==> src/rtl/pipe_stall_ctrl.sv <==
// Stall/flush sequencer for the 5-stage pipeline: load-use, EX redirect and MDU occupancy.
// Optional stall/flush performance counters are enabled by defining PIPE_STALL_PERF_EN.
module pipe_stall_ctrl #(
    parameter int unsigned MDU_TIMEOUT = 64,
    parameter int unsigned PERF_W      = 32
) (
    input  logic              clk,
    input  logic              rst,
    input  logic              if_id_valid,
    input  logic [4:0]        if_id_rs1,
    input  logic [4:0]        if_id_rs2,
    input  logic              if_id_use_rs1,
    input  logic              if_id_use_rs2,
    input  logic              id_ex_valid,
    input  logic              id_ex_memread,
    input  logic [4:0]        id_ex_rd,
    input  logic              id_ex_mdu,
    input  logic              ex_redirect,
    input  logic              mdu_done,
    output logic              pc_hold,
    output logic              if_id_hold,
    output logic              id_ex_hold,
    output logic              if_id_flush,
    output logic              id_ex_flush,
    output logic              ex_mem_flush,
    output logic              mdu_start,
    output logic              mdu_abort,
    output logic [PERF_W-1:0] stall_cnt,
    output logic [PERF_W-1:0] flush_cnt
);

    localparam int unsigned WD_W = 16;
    localparam logic [WD_W-1:0] WD_LAST = WD_W'(MDU_TIMEOUT - 1);

    typedef enum logic {
        S_RUN      = 1'b0,
        S_MDU_BUSY = 1'b1
    } state_t;

    state_t          state, state_nxt;
    logic [WD_W-1:0] wd, wd_nxt;

    logic load_use;
    logic mdu_launch;
    logic wd_expired;

    // Hazard detection on the current ID/EX pair
    assign load_use = id_ex_valid && id_ex_memread && (id_ex_rd != 5'd0) && if_id_valid &&
                      ((if_id_use_rs1 && (if_id_rs1 == id_ex_rd)) ||
                       (if_id_use_rs2 && (if_id_rs2 == id_ex_rd)));
    assign mdu_launch = id_ex_valid && id_ex_mdu;
    assign wd_expired = (wd == WD_LAST);

    // State and watchdog registers
    always_ff @(posedge clk) begin
        if (!rst) begin
            state <= S_RUN;
            wd    <= '0;
        end else begin
            state <= state_nxt;
            wd    <= wd_nxt;
        end
    end

    // Next-state logic; a redirect squashes a pending MDU launch
    always_comb begin
        state_nxt = state;
        wd_nxt    = wd;
        case (state)
            S_RUN: begin
                if (!ex_redirect && mdu_launch) begin
                    state_nxt = S_MDU_BUSY;
                    wd_nxt    = '0;
                end
            end
            S_MDU_BUSY: begin
                if (mdu_done || wd_expired) begin
                    state_nxt = S_RUN;
                end else begin
                    wd_nxt = wd + WD_W'(1);
                end
            end
            default: state_nxt = S_RUN;
        endcase
    end

    // Strobe decode; everything is forced low while reset is asserted
    always_comb begin
        pc_hold      = 1'b0;
        if_id_hold   = 1'b0;
        id_ex_hold   = 1'b0;
        if_id_flush  = 1'b0;
        id_ex_flush  = 1'b0;
        ex_mem_flush = 1'b0;
        mdu_start    = 1'b0;
        mdu_abort    = 1'b0;
        if (rst) begin
            case (state)
                S_RUN: begin
                    if (ex_redirect) begin
                        if_id_flush = 1'b1;
                        id_ex_flush = 1'b1;
                    end else if (mdu_launch) begin
                        mdu_start    = 1'b1;
                        pc_hold      = 1'b1;
                        if_id_hold   = 1'b1;
                        id_ex_hold   = 1'b1;
                        ex_mem_flush = 1'b1;
                    end else if (load_use) begin
                        pc_hold     = 1'b1;
                        if_id_hold  = 1'b1;
                        id_ex_flush = 1'b1;
                    end
                end
                S_MDU_BUSY: begin
                    if (!mdu_done) begin
                        if (wd_expired) begin
                            mdu_abort    = 1'b1;
                            id_ex_flush  = 1'b1;
                            ex_mem_flush = 1'b1;
                        end else begin
                            pc_hold      = 1'b1;
                            if_id_hold   = 1'b1;
                            id_ex_hold   = 1'b1;
                            ex_mem_flush = 1'b1;
                        end
                    end
                end
                default: ;
            endcase
        end
    end

`ifdef PIPE_STALL_PERF_EN
    logic              redirect_take;
    logic [PERF_W-1:0] stall_q;
    logic [PERF_W-1:0] flush_q;

    assign redirect_take = rst && (state == S_RUN) && ex_redirect;

    // Saturating event counters
    always_ff @(posedge clk) begin
        if (!rst) begin
            stall_q <= '0;
            flush_q <= '0;
        end else begin
            if (pc_hold && (stall_q != '1)) begin
                stall_q <= stall_q + PERF_W'(1);
            end
            if (redirect_take && (flush_q != '1)) begin
                flush_q <= flush_q + PERF_W'(1);
            end
        end
    end

    assign stall_cnt = stall_q;
    assign flush_cnt = flush_q;
`else
    assign stall_cnt = '0;
    assign flush_cnt = '0;
`endif

endmodule

==> config.mk <==
export PLATFORM = sky130hd
export DESIGN_NAME = pipe_stall_ctrl
export DESIGN_NICKNAME = d
export VERILOG_FILES = /design/src/rtl/pipe_stall_ctrl.sv
export SDC_FILE = /design/constraint.sdc
export NUM_CORES = 1
export LEC_CHECK = 0
export CAP_MARGIN = 40
export CORE_MARGIN = 2
export CORE_UTILIZATION = 38
export CTS_CLUSTER_DIAMETER = 60
export CTS_CLUSTER_SIZE = 24
export DETAILED_ROUTE_END_ITERATION = 8
export PLACE_DENSITY = 0.93
export SLEW_MARGIN = 20
export SYNTH_ARGS = -nofsm -noshare
export SYNTH_HDL_FRONTEND = slang
export SYNTH_SLANG_ARGS = --single-unit
==> constraint.sdc <==
create_clock -name clk -period 2.71 [get_ports clk]
set_clock_uncertainty 0.2 [all_clocks]
set_input_delay 0.4065 -clock clk [delete_from_list [all_inputs] [get_ports clk]]
set_output_delay 0.4065 -clock clk [all_outputs]
set_load 0.02 [all_outputs]
==> flow_summary.json, run 1 <==
{
  "stdcell_count": 302,
  "synth_common_cells": "buf_4, nor2_1, dfxtp_1, nand2_1, xnor2_1",
  "drt_drc_violations_left": 0,
  "cp.depth": 5,
  "switching_power_uw": 218,
  "p_int_uw": 415,
  "placeableCoreArea_um2": 4000,
  "crit-reg2reg-capture": "wd[15]$_SDFFE_PN0P_",
  "area_delta_synth_final_pct": 20.4,
  "yosysTopAreaCell": "buf_4",
  "synth.top_cell.area_share": 0.308,
  "synthFlopType": "dfxtp_1",
  "drv_cap": 0,
  "setup_viol": 0,
  "ys_seq_area_frac": 0.215,
  "postPlaceCellArea_um2": 1850,
  "antenna_found_initial": 0,
  "rsz0062_at_grt": "no",
  "antenna_cells": 0,
  "cts.sinks": 17,
  "cts_max_level": 1,
  "rows": 23,
  "seqPwrFrac": 0.398,
  "outcome": "finished, final reports clean",
  "crit_end": "ex_mem_flush",
  "fmaxAchievable_mhz": 382,
  "end_kind": "output pin",
  "p_leak_nw": 0.802,
  "post-place-ws_ns": -0.299,
  "ant_nets": 0,
  "comb_power_share": 0.291,
  "path_cells": "clkdlybuf4s50_1, nand2b_1, buf_4, a21oi_1, clkdlybuf4s50_1",
  "fin_crit_ns": 2.62,
  "reg2regPathDepth": 6,
  "finalCritPeriodShare": 0.966,
  "path_clk_slew_ns": 0.07,
  "r2r_slack_ns": 0.72,
  "tns_ns": 0,
  "synth_cell_type_count": 39,
  "worstPathRequired_ns": 2.10,
  "hold_class": "flip-flop to flip-flop",
  "power_frac_clock": 0.311,
  "die_h_um": 68.6,
  "cp-start-kind": "primary input",
  "worst_path_dominant_cell_family": "buffers and inverters",
  "gr-total-overflow": 0,
  "ctsHoldBuffers": 0,
  "worst_path_max_delay_cell": "clkdlybuf4s50_1",
  "path_common_cell": "clkdlybuf4s50_1",
  "clockBufferDepth": 2,
  "synth_edf_count": 0,
  "critPathMaxStageDelay_ns": 0.62,
  "hold_viol": 0,
  "swShare": 0.344,
  "root_buffer": "clkbuf_8",
  "vias": 1349,
  "ir_drop_mv": 0.171,
  "synth_seq_cells": 17,
  "r2r_start": "state$_SDFF_PN0_",
  "synth_most_common_cell": "buf_4",
  "drv_slew": 0,
  "drive_gt1_frac": 0.147,
  "finalWirelength_um": 3050,
  "dpl.cell_count": 298,
  "cts_buffers": 3,
  "grt_max_degree": 11,
  "grt_pass1_vias": 1219,
  "io_pins": 97,
  "n_fill_cell": 385,
  "holdWs_ns": 0.359,
  "dp_hpwl_um": 2490,
  "dr.pass1.iters": 4,
  "portBuffers": 32,
  "cts_tree": "built",
  "layout_setup_ws_ns": 0.0911,
  "grt_use_total": 0.141,
  "syn-instance-count": 202,
  "dieArea_um2": 4700,
  "grt_first_pass_wirelength_um": 4940,
  "viasPerCell": 4.47,
  "power_uw": 633,
  "final_nets": 279,
  "path_buf_inv": 3,
  "async_flop_share": 0,
  "avgSynthCellArea_um2": 7.85,
  "design_area_um2": 1910,
  "yosysWarnings": 0,
  "synth_top_cells_by_area": "buf_4, dfxtp_1, xnor2_1, nor2_1, nand2_1",
  "die_x_um": 68.6,
  "utilization": 0.477,
  "worstPathMaxFanout": 5,
  "crit_arrival_ns": 2.01,
  "critPathKind": "primary input to output pin",
  "p_per_area_nw_per_um2": 332,
  "crit_start": "mdu_done",
  "drt-wirelength-per-cell_um": 10.1,
  "drt_iter0_markers": 27,
  "syn_area_um2": 1590,
  "gp_congestion": 0.876,
  "initial_core_util": 0.396,
  "clk_latency_ns": 0.26
}
## routing by layer
metal	track usage	up-vias	part of all wire
li1	-	658	-
met1	0.142	622	0.39
met2	0.266	65	0.51
met3	0.0373	4	0.085
met4	0.0650	0	0.014
met5	0	-	0
## worst register-to-register path, cell delays in order (launching register included)
cell and delay (ns):
dfxtp_1 0.41, nand2b_1 0.19, buf_4 0.21, nor3_2 0.35, nand4_1 0.17, mux2_1 0.33, nor2_1 0.08
## final cells by class
| type | instances | area [um2] | share of cell area |
|---|---|---|---|
| Clock inverter | 1 | 5.00 | 0.00262 |
| Clock buffer | 3 | 41.3 | 0.0216 |
| Inverter | 3 | 11.3 | 0.00590 |
| Multi-Input combinational cell | 177 | 998 | 0.523 |
| Timing Repair Buffer | 51 | 449 | 0.235 |
| Sequential cell | 17 | 340 | 0.178 |
| Tap cell | 50 | 62.6 | 0.0328 |
## cell families (layout without fill, tap and decap cells)
group,after synthesis,count (layout),synth area share
AO/OA/AOI/OAI,23,23,0.104
XOR/XNOR,19,19,0.105
adder cells (fa/ha/maj),1,1,0.00789
buffers and inverters,71,58,0.322
flip-flops,17,17,0.215
multiplexers,1,1,0.00710
other,1,64,0.00237
AND/OR/NAND/NOR,69,69,0.237
## registers in the layout, indices dropped and copies added, names as in the netlist
signal	count
wd	16
state	1
## placed cells by master, fill, tap and decap left out, types with 2 or more instances in the layout
cell type | Yosys | routed
conb_1 | 1 | 64
clkdlybuf4s50_1 | 0 | 27
buf_4 | 65 | 20
nor2_1 | 19 | 19
dfxtp_1 | 17 | 17
nand2_1 | 14 | 14
xnor2_1 | 13 | 13
nand4_1 | 8 | 8
a21oi_1 | 6 | 6
xor2_1 | 6 | 6
nand3_1 | 5 | 5
nor3_1 | 4 | 4
and3_1 | 4 | 4
inv_1 | 3 | 3
nor3_2 | 4 | 3
clkbuf_8 | 0 | 3
nor4_2 | 1 | 2
o31ai_1 | 2 | 2
o211ai_1 | 2 | 2
a211oi_1 | 2 | 2
o21a_1 | 2 | 2
a31o_1 | 2 | 2
clkbuf_2 | 0 | 2
## power by group through the flow
stage	Combinational, mW	Sequential [mW]	Clock (mW)
6_report	0.184	0.252	0.197
5_1_grt	0.200	0.252	0.208
4_1_cts	0.181	0.252	0.198
3_5_place_dp	0.181	0.257	0
3_3_place_gp	0.180	0.257	0
2_1_floorplan	0.187	0.257	0
## worst min path at each step
stage | startpoint | endpoint | slack (ns) | cells after the start
floorplan | wd[1]$_SDFFE_PN0P_ | wd[1]$_SDFFE_PN0P_ | 0.29 | 2
global placement | wd[9]$_SDFFE_PN0P_ | wd[9]$_SDFFE_PN0P_ | 0.33 | 2
detailed placement | wd[9]$_SDFFE_PN0P_ | wd[9]$_SDFFE_PN0P_ | 0.34 | 2
CTS | wd[6]$_SDFFE_PN0P_ | wd[6]$_SDFFE_PN0P_ | 0.36 | 2
global route | wd[13]$_SDFFE_PN0P_ | wd[13]$_SDFFE_PN0P_ | 0.40 | 2
finish | wd[13]$_SDFFE_PN0P_ | wd[13]$_SDFFE_PN0P_ | 0.36 | 2
## repair_timing
item                                    4_1_cts  5_1_grt
hold endpoints to repair                      0        0
endpoints found under the setup margin        5        5
pin swaps                                     0        1
buffers inserted                              0        0
gates resized for setup                       8       11
(Power assumes the default switching activity.)
==> run 2, diff against run 1 <==
--- a/config.mk
+++ b/config.mk
@@ -12,7 +12,7 @@
 export CTS_CLUSTER_SIZE = 24
 export DETAILED_ROUTE_END_ITERATION = 8
 export PLACE_DENSITY = 0.93
-export SLEW_MARGIN = 20
+export SLEW_MARGIN = 15
 export SYNTH_ARGS = -nofsm -noshare
 export SYNTH_HDL_FRONTEND = slang
 export SYNTH_SLANG_ARGS = --single-unit
==> results of run 2 <==
The final DEF is identical to that of run 1; final timing and power are the same.
==> run 3, diff against run 2 <==
--- a/config.mk
+++ b/config.mk
@@ -7,11 +7,11 @@
 export LEC_CHECK = 0
 export CAP_MARGIN = 40
 export CORE_MARGIN = 2
-export CORE_UTILIZATION = 38
+export CORE_UTILIZATION = 34
 export CTS_CLUSTER_DIAMETER = 60
 export CTS_CLUSTER_SIZE = 24
 export DETAILED_ROUTE_END_ITERATION = 8
-export PLACE_DENSITY = 0.93
+export PLACE_DENSITY = 0.89
 export SLEW_MARGIN = 15
 export SYNTH_ARGS = -nofsm -noshare
 export SYNTH_HDL_FRONTEND = slang
==> constraint.sdc (replaced) <==
create_clock -name clk -period 2.1 [get_ports clk]
set_clock_uncertainty 0.2 [all_clocks]
set_input_delay 0.315 -clock clk [delete_from_list [all_inputs] [get_ports clk]]
set_output_delay 0.315 -clock clk [all_outputs]
set_load 0.02 [all_outputs]
==> flow_summary.json, run 3 (synthesis gave the netlist of run 1 again) <==
{
  "top_register": "wd",
  "setup_viol": 5,
  "ant_nets": 0,
  "fin_crit_ns": 2.31,
  "clk_latency_ns": 0.26,
  "dp_hpwl_um": 2800,
  "dieArea_um2": 5220,
  "worstPathRequired_ns": 1.58,
  "finalCritPeriodShare": 1.10,
  "drt_iter0_markers": 56,
  "n_fill_cell": 429,
  "cts_max_level": 1,
  "critPathMaxStageDelay_ns": 0.36,
  "grt_pass1_vias": 1292,
  "postPlaceCellArea_um2": 2050,
  "ctsHoldBuffers": 0,
  "p_leak_nw": 0.954,
  "final_nets": 299,
  "path_buf_inv": 1,
  "cts.sinks": 17,
  "drv_cap": 0,
  "design_area_um2": 2160,
  "rsz0062_at_grt": "yes",
  "ir_drop_mv": 0.176,
  "worst_path_dominant_cell_family": "simple AND/OR/NAND/NOR gates",
  "grt_use_total": 0.137,
  "p_per_area_nw_per_um2": 383,
  "clockBufferDepth": 2,
  "rows": 24,
  "layout_setup_ws_ns": -0.207,
  "vias": 1415,
  "die_x_um": 72.3,
  "die_h_um": 72.3,
  "placeableCoreArea_um2": 4410,
  "gp_congestion": 0.844,
  "drive_gt1_frac": 0.254,
  "worst_path_max_delay_cell": "dfxtp_2",
  "drt_drc_violations_left": 0,
  "end_kind": "output pin",
  "crit_start": "wd[0]$_SDFFE_PN0P_",
  "io_pins": 97,
  "largest_register_ffs": 16,
  "critPathKind": "flip-flop to output pin",
  "reg_top3": "wd (16), state (1)",
  "power_uw": 826,
  "finalWirelength_um": 3500,
  "drv_slew": 0,
  "final_cell_mix": "conb_1, buf_4, nor2_1, clkdlybuf4s50_1, dfxtp_1",
  "grt_first_pass_wirelength_um": 5630,
  "antenna_cells": 0,
  "violations": "negative setup slack",
  "outcome": "finished with violations",
  "multiInputGateArea_um2": 1090,
  "grt_max_degree": 11,
  "worstPathMaxFanout": 3,
  "r2r_start": "wd[0]$_SDFFE_PN0P_",
  "crit_arrival_ns": 1.79,
  "crit-reg2reg-capture": "wd[5]$_SDFFE_PN0P_",
  "hold_viol": 0,
  "initial_core_util": 0.359,
  "fmaxAchievable_mhz": 433,
  "layout_commonest_cell": "conb_1",
  "viasPerCell": 4.37,
  "post_cts_buffers": 0,
  "hold_class": "flip-flop to flip-flop",
  "antenna_found_initial": 0,
  "r2r_slack_ns": 0.25,
  "portBuffers": 32,
  "dr.pass1.iters": 4,
  "hold_path_depth": 3,
  "gr-total-overflow": 0,
  "regArea_um2": 343,
  "cts_buffers": 3,
  "cp-start-kind": "flip-flop",
  "path_cells": "ha_4, nand3_4, or3_4, o31a_1, nor3_4, buf_6",
  "min_to": "wd[9]$_SDFFE_PN0P_",
  "drt-wirelength-per-cell_um": 10.8,
  "path_clk_slew_ns": 0.06,
  "tns_ns": -0.795,
  "hold_start": "wd[9]$_SDFFE_PN0P_",
  "reg2regPathDepth": 7,
  "root_buffer": "clkbuf_8",
  "area_delta_synth_final_pct": 36.1,
  "cts_tree": "built"
}
[run 3: changes by cell type in the layout (fill, tap and decap cells not counted), sizes merged]
cell	change
clkbuf	-1
clkinv	-1
buf	+24
clkdlybuf4s50	-8
dlygate4sd2	+6
[run 3: final cells by class]
cell class,instances,area share
multi-input combinational,177,0.506
timing repair buffer,71,0.279
sequential,17,0.159
tap,52,0.0301
clock buffer,4,0.0209
inverter,3,0.00522
[run 3: worst max path at each step]
stage	to	depth (start not counted)	slack, ns
3_3_place_gp	id_ex_flush	8	-0.70
6_report	id_ex_flush	6	-0.21
4_1_cts	id_ex_flush	7	-0.22
2_1_floorplan	id_ex_flush	5	-0.001
5_1_grt	id_ex_flush	7	-0.32
3_5_place_dp	id_ex_flush	8	-0.73
[run 3: power breakdown]
group	internal, mW	leakage, nW	switching, mW
registers	0.324	0.138	0.00106
clock network	0.135	0.0228	0.112
logic	0.0882	0.793	0.166
[run 3: through the flow]
step	setup slack, ns	std cells	hold WS [ns]	utilization
global placement	-0.704	320	0.352	0.464
detailed placement	-0.730	320	0.377	0.464
global route	-0.318	324	0.437	0.489
CTS	-0.224	324	0.409	0.480
floorplan	-0.00150	265	0.232	-
finish	-0.207	324	0.402	0.489
[run 3: worst register-to-register path, delay by kind of cell (launching register included)]
family	cells	cell delay, ns
AOI/OAI and AO/OA	1	0.20
xor gates and xnor gates	1	0.19
adders and majority gates	1	0.16
buffers and inverters	1	0.16
DFF	1	0.36
and+or+nand+nor	3	0.50
[run 3: timing repair]
item	in CTS	in global routing
pin swaps	5	4
cloned	0	0
gates resized for setup	41	8
endpoints found under the setup margin	8	8
[run 3: metal layers]
layer,vias up,global-route usage,wire length [um]
li1,698,-,-
met1,644,0.156,1360
met2,68,0.239,1840
met3,5,0.0306,241
met4,0,0.0692,57
met5,-,0,0
